## src/rtl/aes_mask_pkg.sv

```systemverilog
// Shared definitions for the AES mask engine: GF(2^8) helpers,
// the MixColumns transform, FSM encoding and counter width.
package aes_mask_pkg;

    localparam int CTR_W = 4;

    typedef enum logic [1:0] {
        IDLE  = 2'd0,
        ROUND = 2'd1,
        FINAL = 2'd2
    } fsm_t;

    // Multiply by 2 in GF(2^8), reduction polynomial 0x11b
    function automatic logic [7:0] gm2(input logic [7:0] b);
        return {b[6:0], 1'b0} ^ (b[7] ? 8'h1b : 8'h00);
    endfunction

    // Multiply by 3 in GF(2^8)
    function automatic logic [7:0] gm3(input logic [7:0] b);
        return gm2(b) ^ b;
    endfunction

    // MixColumns on one 32-bit column, byte 0 in bits [31:24]
    function automatic logic [31:0] mixw(input logic [31:0] w);
        logic [7:0] a0, a1, a2, a3;
        a0 = w[31:24];
        a1 = w[23:16];
        a2 = w[15:8];
        a3 = w[7:0];
        return {gm2(a0) ^ gm3(a1) ^ a2      ^ a3,
                a0      ^ gm2(a1) ^ gm3(a2) ^ a3,
                a0      ^ a1      ^ gm2(a2) ^ gm3(a3),
                gm3(a0) ^ a1      ^ a2      ^ gm2(a3)};
    endfunction

    // MixColumns on the full state, column 0 in bits [127:96]
    function automatic logic [127:0] mixcolumns(input logic [127:0] s);
        return {mixw(s[127:96]), mixw(s[95:64]), mixw(s[63:32]), mixw(s[31:0])};
    endfunction

endpackage

```

## src/rtl/aes_mask_keysched.sv

```systemverilog
// Round-key schedule for the mask engine: holds the working key and a
// shadow copy of the key latched at start, rotates per round according
// to the latched key-length mode, and folds the shadow back in on finalize.
module aes_mask_keysched
    import aes_mask_pkg::*;
#(
    parameter int ROT128 = 19,
    parameter int ROT256 = 22
) (
    input  logic         clk,
    input  logic         reset_n,
    input  logic         load,
    input  logic         step,
    input  logic         finalize,
    input  logic         clear,
    input  logic         keylen,
    input  logic [255:0] key,
    output logic [127:0] rk
);

    logic [255:0] key_reg;
    logic [255:0] shadow_reg;
    logic         keylen_reg;
    logic [255:0] key_load;
    logic [255:0] key_rot;

    // In 128-bit mode only the upper half is meaningful; lower half stays zero
    assign key_load = keylen ? key : {key[255:128], 128'h0};

    // Mode-dependent right rotation of the working key
    always_comb begin
        key_rot = '0;
        if (keylen_reg) begin
            key_rot = (key_reg >> ROT256) | (key_reg << (256 - ROT256));
        end else begin
            key_rot[255:128] = (key_reg[255:128] >> ROT128)
                             | (key_reg[255:128] << (128 - ROT128));
        end
    end

    // Working key, shadow key and mode registers
    always_ff @(posedge clk or negedge reset_n) begin
        if (!reset_n) begin
            key_reg    <= '0;
            shadow_reg <= '0;
            keylen_reg <= 1'b0;
        end else if (clear) begin
            key_reg    <= '0;
            shadow_reg <= '0;
            keylen_reg <= 1'b0;
        end else if (load) begin
            key_reg    <= key_load;
            shadow_reg <= key_load;
            keylen_reg <= keylen;
        end else if (step) begin
            key_reg <= key_rot;
        end else if (finalize) begin
            key_reg <= key_rot ^ shadow_reg;
        end
    end

    assign rk = key_reg[255:128];

endmodule

```

## src/rtl/aes_mask_engine.sv

```systemverilog
// Self-sequencing AES mask engine: on start it runs ROUNDS cycles of
// MixColumns + round-key XOR, then one finalize cycle, and holds a
// valid-qualified result until the next accepted start or clear.
module aes_mask_engine
    import aes_mask_pkg::*;
#(
    parameter int ROUNDS = 10,
    parameter int ROT128 = 19,
    parameter int ROT256 = 22
) (
    input  logic         clk,
    input  logic         reset_n,
    input  logic         start,
    input  logic         clear,
    input  logic         keylen,
    input  logic [255:0] key,
    input  logic [127:0] block,
    output logic         ready,
    output logic         valid,
    output logic [127:0] result
);

    localparam logic [CTR_W-1:0] LAST_CTR = CTR_W'(ROUNDS - 1);

    fsm_t             fsm_reg;
    logic [127:0]     state_reg;
    logic [127:0]     block_reg;
    logic [CTR_W-1:0] ctr_reg;
    logic             valid_reg;
    logic [127:0]     rk;
    logic             ks_load;

    // A start is taken only from IDLE and only when no clear competes with it
    assign ks_load = (fsm_reg == IDLE) && start && !clear;

    aes_mask_keysched #(
        .ROT128 (ROT128),
        .ROT256 (ROT256)
    ) u_keysched (
        .clk      (clk),
        .reset_n  (reset_n),
        .load     (ks_load),
        .step     (fsm_reg == ROUND),
        .finalize (fsm_reg == FINAL),
        .clear    (clear),
        .keylen   (keylen),
        .key      (key),
        .rk       (rk)
    );

    // Sequencer, round counter, state and seed-block registers
    always_ff @(posedge clk or negedge reset_n) begin
        if (!reset_n) begin
            fsm_reg   <= IDLE;
            state_reg <= '0;
            block_reg <= '0;
            ctr_reg   <= '0;
            valid_reg <= 1'b0;
        end else if (clear) begin
            fsm_reg   <= IDLE;
            state_reg <= '0;
            block_reg <= '0;
            ctr_reg   <= '0;
            valid_reg <= 1'b0;
        end else begin
            case (fsm_reg)
                IDLE: begin
                    if (start) begin
                        state_reg <= block;
                        block_reg <= block;
                        ctr_reg   <= '0;
                        valid_reg <= 1'b0;
                        fsm_reg   <= ROUND;
                    end
                end
                ROUND: begin
                    state_reg <= mixcolumns(state_reg) ^ rk;
                    ctr_reg   <= ctr_reg + 1'b1;
                    if (ctr_reg == LAST_CTR) begin
                        fsm_reg <= FINAL;
                    end
                end
                FINAL: begin
                    state_reg <= state_reg ^ block_reg ^ rk;
                    valid_reg <= 1'b1;
                    fsm_reg   <= IDLE;
                end
                default: begin
                    fsm_reg <= IDLE;
                end
            endcase
        end
    end

    assign ready  = (fsm_reg == IDLE);
    assign valid  = valid_reg;
    assign result = state_reg;

endmodule

```

## config.mk

```make
export PLATFORM = sky130hd
export DESIGN_NAME = aes_mask_engine
export DESIGN_NICKNAME = d
export VERILOG_FILES = /design/src/rtl/aes_mask_pkg.sv /design/src/rtl/aes_mask_keysched.sv /design/src/rtl/aes_mask_engine.sv
export SDC_FILE = /design/constraint.sdc
export NUM_CORES = 2
export LEC_CHECK = 0
export ABC_AREA = 0
export CORE_UTILIZATION = 50
export CTS_CLUSTER_DIAMETER = 200
export DETAILED_ROUTE_END_ITERATION = 8
export GPL_ROUTABILITY_DRIVEN = 1
export GPL_TIMING_DRIVEN = 0
export MAX_ROUTING_LAYER = met4
export PLACE_DENSITY = 0.81
export SLEW_MARGIN = 20
export SYNTH_ARGS = -nofsm -noshare
export SYNTH_HDL_FRONTEND = slang
export SYNTH_HIERARCHICAL = 1
export SYNTH_SLANG_ARGS = --single-unit
export TNS_END_PERCENT = 5
```

## constraint.sdc

```tcl
create_clock -name clk -period 4.9 [get_ports clk]
set_clock_uncertainty 0.1 [all_clocks]
set_input_delay 0.735 -clock clk [delete_from_list [all_inputs] [get_ports clk]]
set_output_delay 0.735 -clock clk [all_outputs]
set_load 0.05 [all_outputs]
```

==> impl_metrics.yaml <==
floorplanning:
  chipWidth_um: 316
  rows: 114
  initial_core_utilization_pct: 50.7
  floorplan.core_area_um2: 97100
  pin_count: 519
  floorplan_die_area_um2: 99700
  die_h_um: 316
hold_path:
  min_to: "u_keysched/key_reg[26]"
  hp-start: "u_keysched/key_reg[26]"
  worstHoldPathCells: 2
  hold_path.class: "register to register"
timing:
  achievable_freq_ghz: 0.220
  maxSlewHeadroom_pct: 24.9
  number_of_failing_setup_endpoints_in_the_final_timing_report: 0
  final_min_period_over_clock_period_pct: 92.9
  finalMaxSlewViolations: 0
  min_period_ns: 4.55
  hold_viol_final: 0
  setup_total_negative_slack_ns: 0
  grt_setup_unrepaired: "false"
  pin_slew_with_the_least_headroom_to_its_limit_ns: 1.13
worst_setup_path:
  cp.required_ns: 5.41
  critPathSlowestCell: "clkbuf_1"
  setup.worst_path.end_class: "register"
  critical_path_buf_inv_count: 6
  critical_register_to_register_path_startpoint: "fsm_reg[0]"
  endpoint_of_the_lowest_slack_register_to_register_path: "u_keysched/key_reg[136]"
  cp_top_family: "buffers and inverters"
  worst-r2r-setup-slack_ns: 0.35
  ordered_list_of_cells_on_the_worst_path: "inv_1 > ha_1 > clkbuf_1 > nand2_1 > clkbuf_1 > nor2_1 > buf_4 > clkbuf_1 > buf_2 > nand2_1 > o21ai_0 > a22o_1"
  worst_setup_path_start_kind: "register"
  slowest_delay_ns: 0.57
  r2r_cells: 12
  cp_common_cell: "clkbuf_1"
  cp.arrival_ns: 5.06
  timing_worst_setup_path_type: "register to register"
  critPathMaxFanout: 10
clocking:
  tritoncts.num_buffers: 87
  buffer_levels_on_the_longest_clock_path: 3
  tritoncts: "built"
  clock_insertion_delay_worst_skew_ns: 0.68
  h_tree_levels: 3
  clockRootBuffer: "clkbuf_16"
  clk_pin_slew_ns: 0.06
  cts_repair_resize_count: 0
  numClockSinks: 776
synthesis:
  synth_compound_area_share_pct: 17.7
  synthesis.instances: 5340
  postSynthNetCount: 5735
  synthDistinctLibCells: 45
  xor_xnor_fraction_of_synth_area_pct: 19.5
  synthMuxAreaShare_pct: 2.75
  synth-adder-area-share_pct: 0.152
  number_of_enable_type_register_cells_in_the_synthesized_netlist: 0
  synth.avg_cell_area_um2: 9.22
  synth_top_family_by_area: "XOR/XNOR gates"
  synth_area_um2: 49200
  ys_warn_count: 6
  postSynth.topFlopCell: "dfrtp_1"
  yosysSeqAreaShare_pct: 39.4
  async_flop_share_pct: 100
  synth_seq_cells: 776
  post_synth_and_or_nand_nor_area_fraction_pct: 13.6
finish:
  area_occupied_by_multi_input_gates_um2: 26400
  final_layout_size_suffix_gt1_share_pct: 10.6
  nets: 6352
  final-seq-area_um2: 19400
  syn_to_layout_area_delta_pct: 20.7
  final.fill_count: 8181
power_and_ir_drop:
  clock_power_share_pct: 26.4
  pwr-share-comb_pct: 44.3
  leakage_nw: 25.0
  power_per_cell_area_nw_per_um2: 446
  share_seq_of_total_power_pct: 29.2
  post-layout-total-power_mw: 26.5
  vdd_drop_max_v: 0.000263
  p_sw_mw: 10.1
  power_report.internal_total_mw: 16.3
  p_sw_share_pct: 38.3
route:
  post_drt_via_cell_ratio: 5.84
  number_of_optimization_iterations_in_the_first_detailed_route_pass: 8
  detail_route.drc_violations: 0
  vias: 42900
  totalWireLength_um: 185000
  drtIter0Drc: 5153
  wire_per_inst_um: 25.2
  ant_nets: 0
global_routing:
  number_of_global_route_vias_before_repair: 41500
  overflow: 0
  total_routing_usage_reported_by_global_routing_pct: 37.6
  antenna_found_initial: 29
  global_route.usage.met3_pct: 8.42
  wire_length_of_the_first_global_routing_pass_um: 268000
  groute.layer.met2.usage_pct: 56.8
  busiest_layer: "met2"
  gr-usage-met1_pct: 46.2
  grt_start_max_net_pins: 101
run:
  drv.max_cap_violation_count: 0
place:
  place.detailed.hpwl_um: 145000
  gpl.final_weighted_congestion: 1.03
  port-buffer-count: 518
status:
  run_status: "finished, final reports clean"
==> worst min-delay path, stage by stage (launching register included) <==
cell and delay (ns):
dfrtp_1 0.34, nand2_1 0.05, o31ai_1 0.05
==> power groups by stage <==
stage                     Sequential (mW)  Clock, mW  Combinational (mW)
after floorplan                      8.30          0                7.68
after global placement               7.83          0                11.3
after detailed placement             7.81          0                11.5
after CTS                            7.70       7.02                11.6
after global routing                 7.75       7.27                12.4
final                                7.74       7.00                11.7
==> cell usage after synthesis (3+ instances only) <==
cell type  count  share of area (%)
xnor3_1       46                2.1
o21ai_1       91               0.93
a21oi_1      588                6.0
buf_4        166                2.5
nor2_1       145                1.1
clkbuf_1     175                1.3
o221ai_2      19               0.58
buf_2        256                2.6
a22o_1       267                4.8
xnor2_2       14               0.46
and2_1         3              0.038
o21ai_0      125                1.3
buf_6          9               0.21
o221ai_1       4              0.071
dfrtp_1      776                 39
nand3_1        3              0.030
a211oi_1      11               0.17
xor2_2         3              0.099
a21o_1        48               0.73
nor3_1         3              0.030
xnor2_4        5               0.28
inv_1          3              0.023
o22ai_1       94                1.2
buf_1         22               0.17
xor2_1       222                3.9
ha_1           6               0.15
nor2b_1      131                1.7
xor3_1         9               0.43
nand2b_1     374                4.8
o31ai_1      128                2.0
xnor2_1      681                 12
nand2_1      764                5.8
mux2i_1      134                2.7
==> per-stage QoR <==
step | hold slack [ns] | cell area [um^2] | cells | util, % | setup slack, ns
after floorplan | 0.339 | 49200 | 5340 | - | 1.87
after global placement | 0.363 | 56000 | 7134 | 57.7 | -32.52
after detailed placement | 0.370 | 56300 | 7143 | 57.9 | 0.0534
after CTS | 0.384 | 59300 | 7304 | 61.1 | 0.492
after global routing | 0.403 | 59400 | 7333 | 61.2 | 0.215
final | 0.379 | 59400 | 7334 | 61.2 | 0.350
==> routing by layer <==
metal,wire length [um],vias up
met4,12600,0
met5,0,-
met1,69700,20700
met2,82800,2528
li1,-,19000
met3,20000,591
==> worst max-delay path by stage <==
| stage | startpoint | end | slack, ns | cells past startpoint |
|---|---|---|---|---|
| floorplan | fsm_reg[0] | u_keysched/key_reg[238] | 1.87 | 11 |
| global placement | reset_n | u_keysched/key_reg[51] | -32.52 | 1 |
| detailed placement | clear | u_keysched/key_reg[136] | 0.05 | 11 |
| CTS | fsm_reg[0] | u_keysched/key_reg[136] | 0.49 | 12 |
| global route | fsm_reg[0] | u_keysched/key_reg[136] | 0.21 | 12 |
| finish | fsm_reg[0] | u_keysched/key_reg[136] | 0.35 | 12 |
==> cells in the final DEF (no fill, tap or decap), drive strengths merged, types with 30 or more instances in the layout <==
cell,Yosys,layout
buf,453,463
xor2,226,226
a21oi,588,588
xnor2,700,700
mux2i,134,134
o22ai,94,94
dfrtp,776,776
nor2b,131,131
clkbuf,177,307
nand2,765,765
diode,0,30
nand2b,374,374
nor2,146,146
o21ai,218,218
clkdlybuf4s50,0,517
xnor3,46,46
a21o,48,48
a22o,267,267
o31ai,128,128
==> cell type report <==
| class | count | area share [%] |
|---|---|---|
| buffer | 630 | 5.69 |
| sequential | 776 | 32.7 |
| clock buffer | 130 | 4.46 |
| antenna | 30 | 0.126 |
| multi-input combinational | 3931 | 44.5 |
| clock inverter | 30 | 0.680 |
| tap | 1276 | 2.69 |
| inverter | 3 | 0.0190 |
| timing repair buffer | 528 | 9.17 |
==> cells by family (layout without fill, tap and decap cells) <==
| logic type | after synthesis | count (layout) |
|---|---|---|
| AND/OR/NAND/NOR | 1430 | 1430 |
| AO/OA/AOI/OAI | 1379 | 1379 |
| multiplexers | 135 | 135 |
| flip-flops | 776 | 776 |
| XOR/XNOR | 981 | 981 |
| buffers and inverters | 633 | 1321 |
| adder cells (fa/ha/maj) | 6 | 6 |
| other | 0 | 30 |
==> repair_timing <==
action,4_1_cts,5_1_grt
endpoints found under the hold margin,48,0
setup buffers,0,0
hold buffers,1,0
No activity file was read; power rests on OpenSTA's default activity.
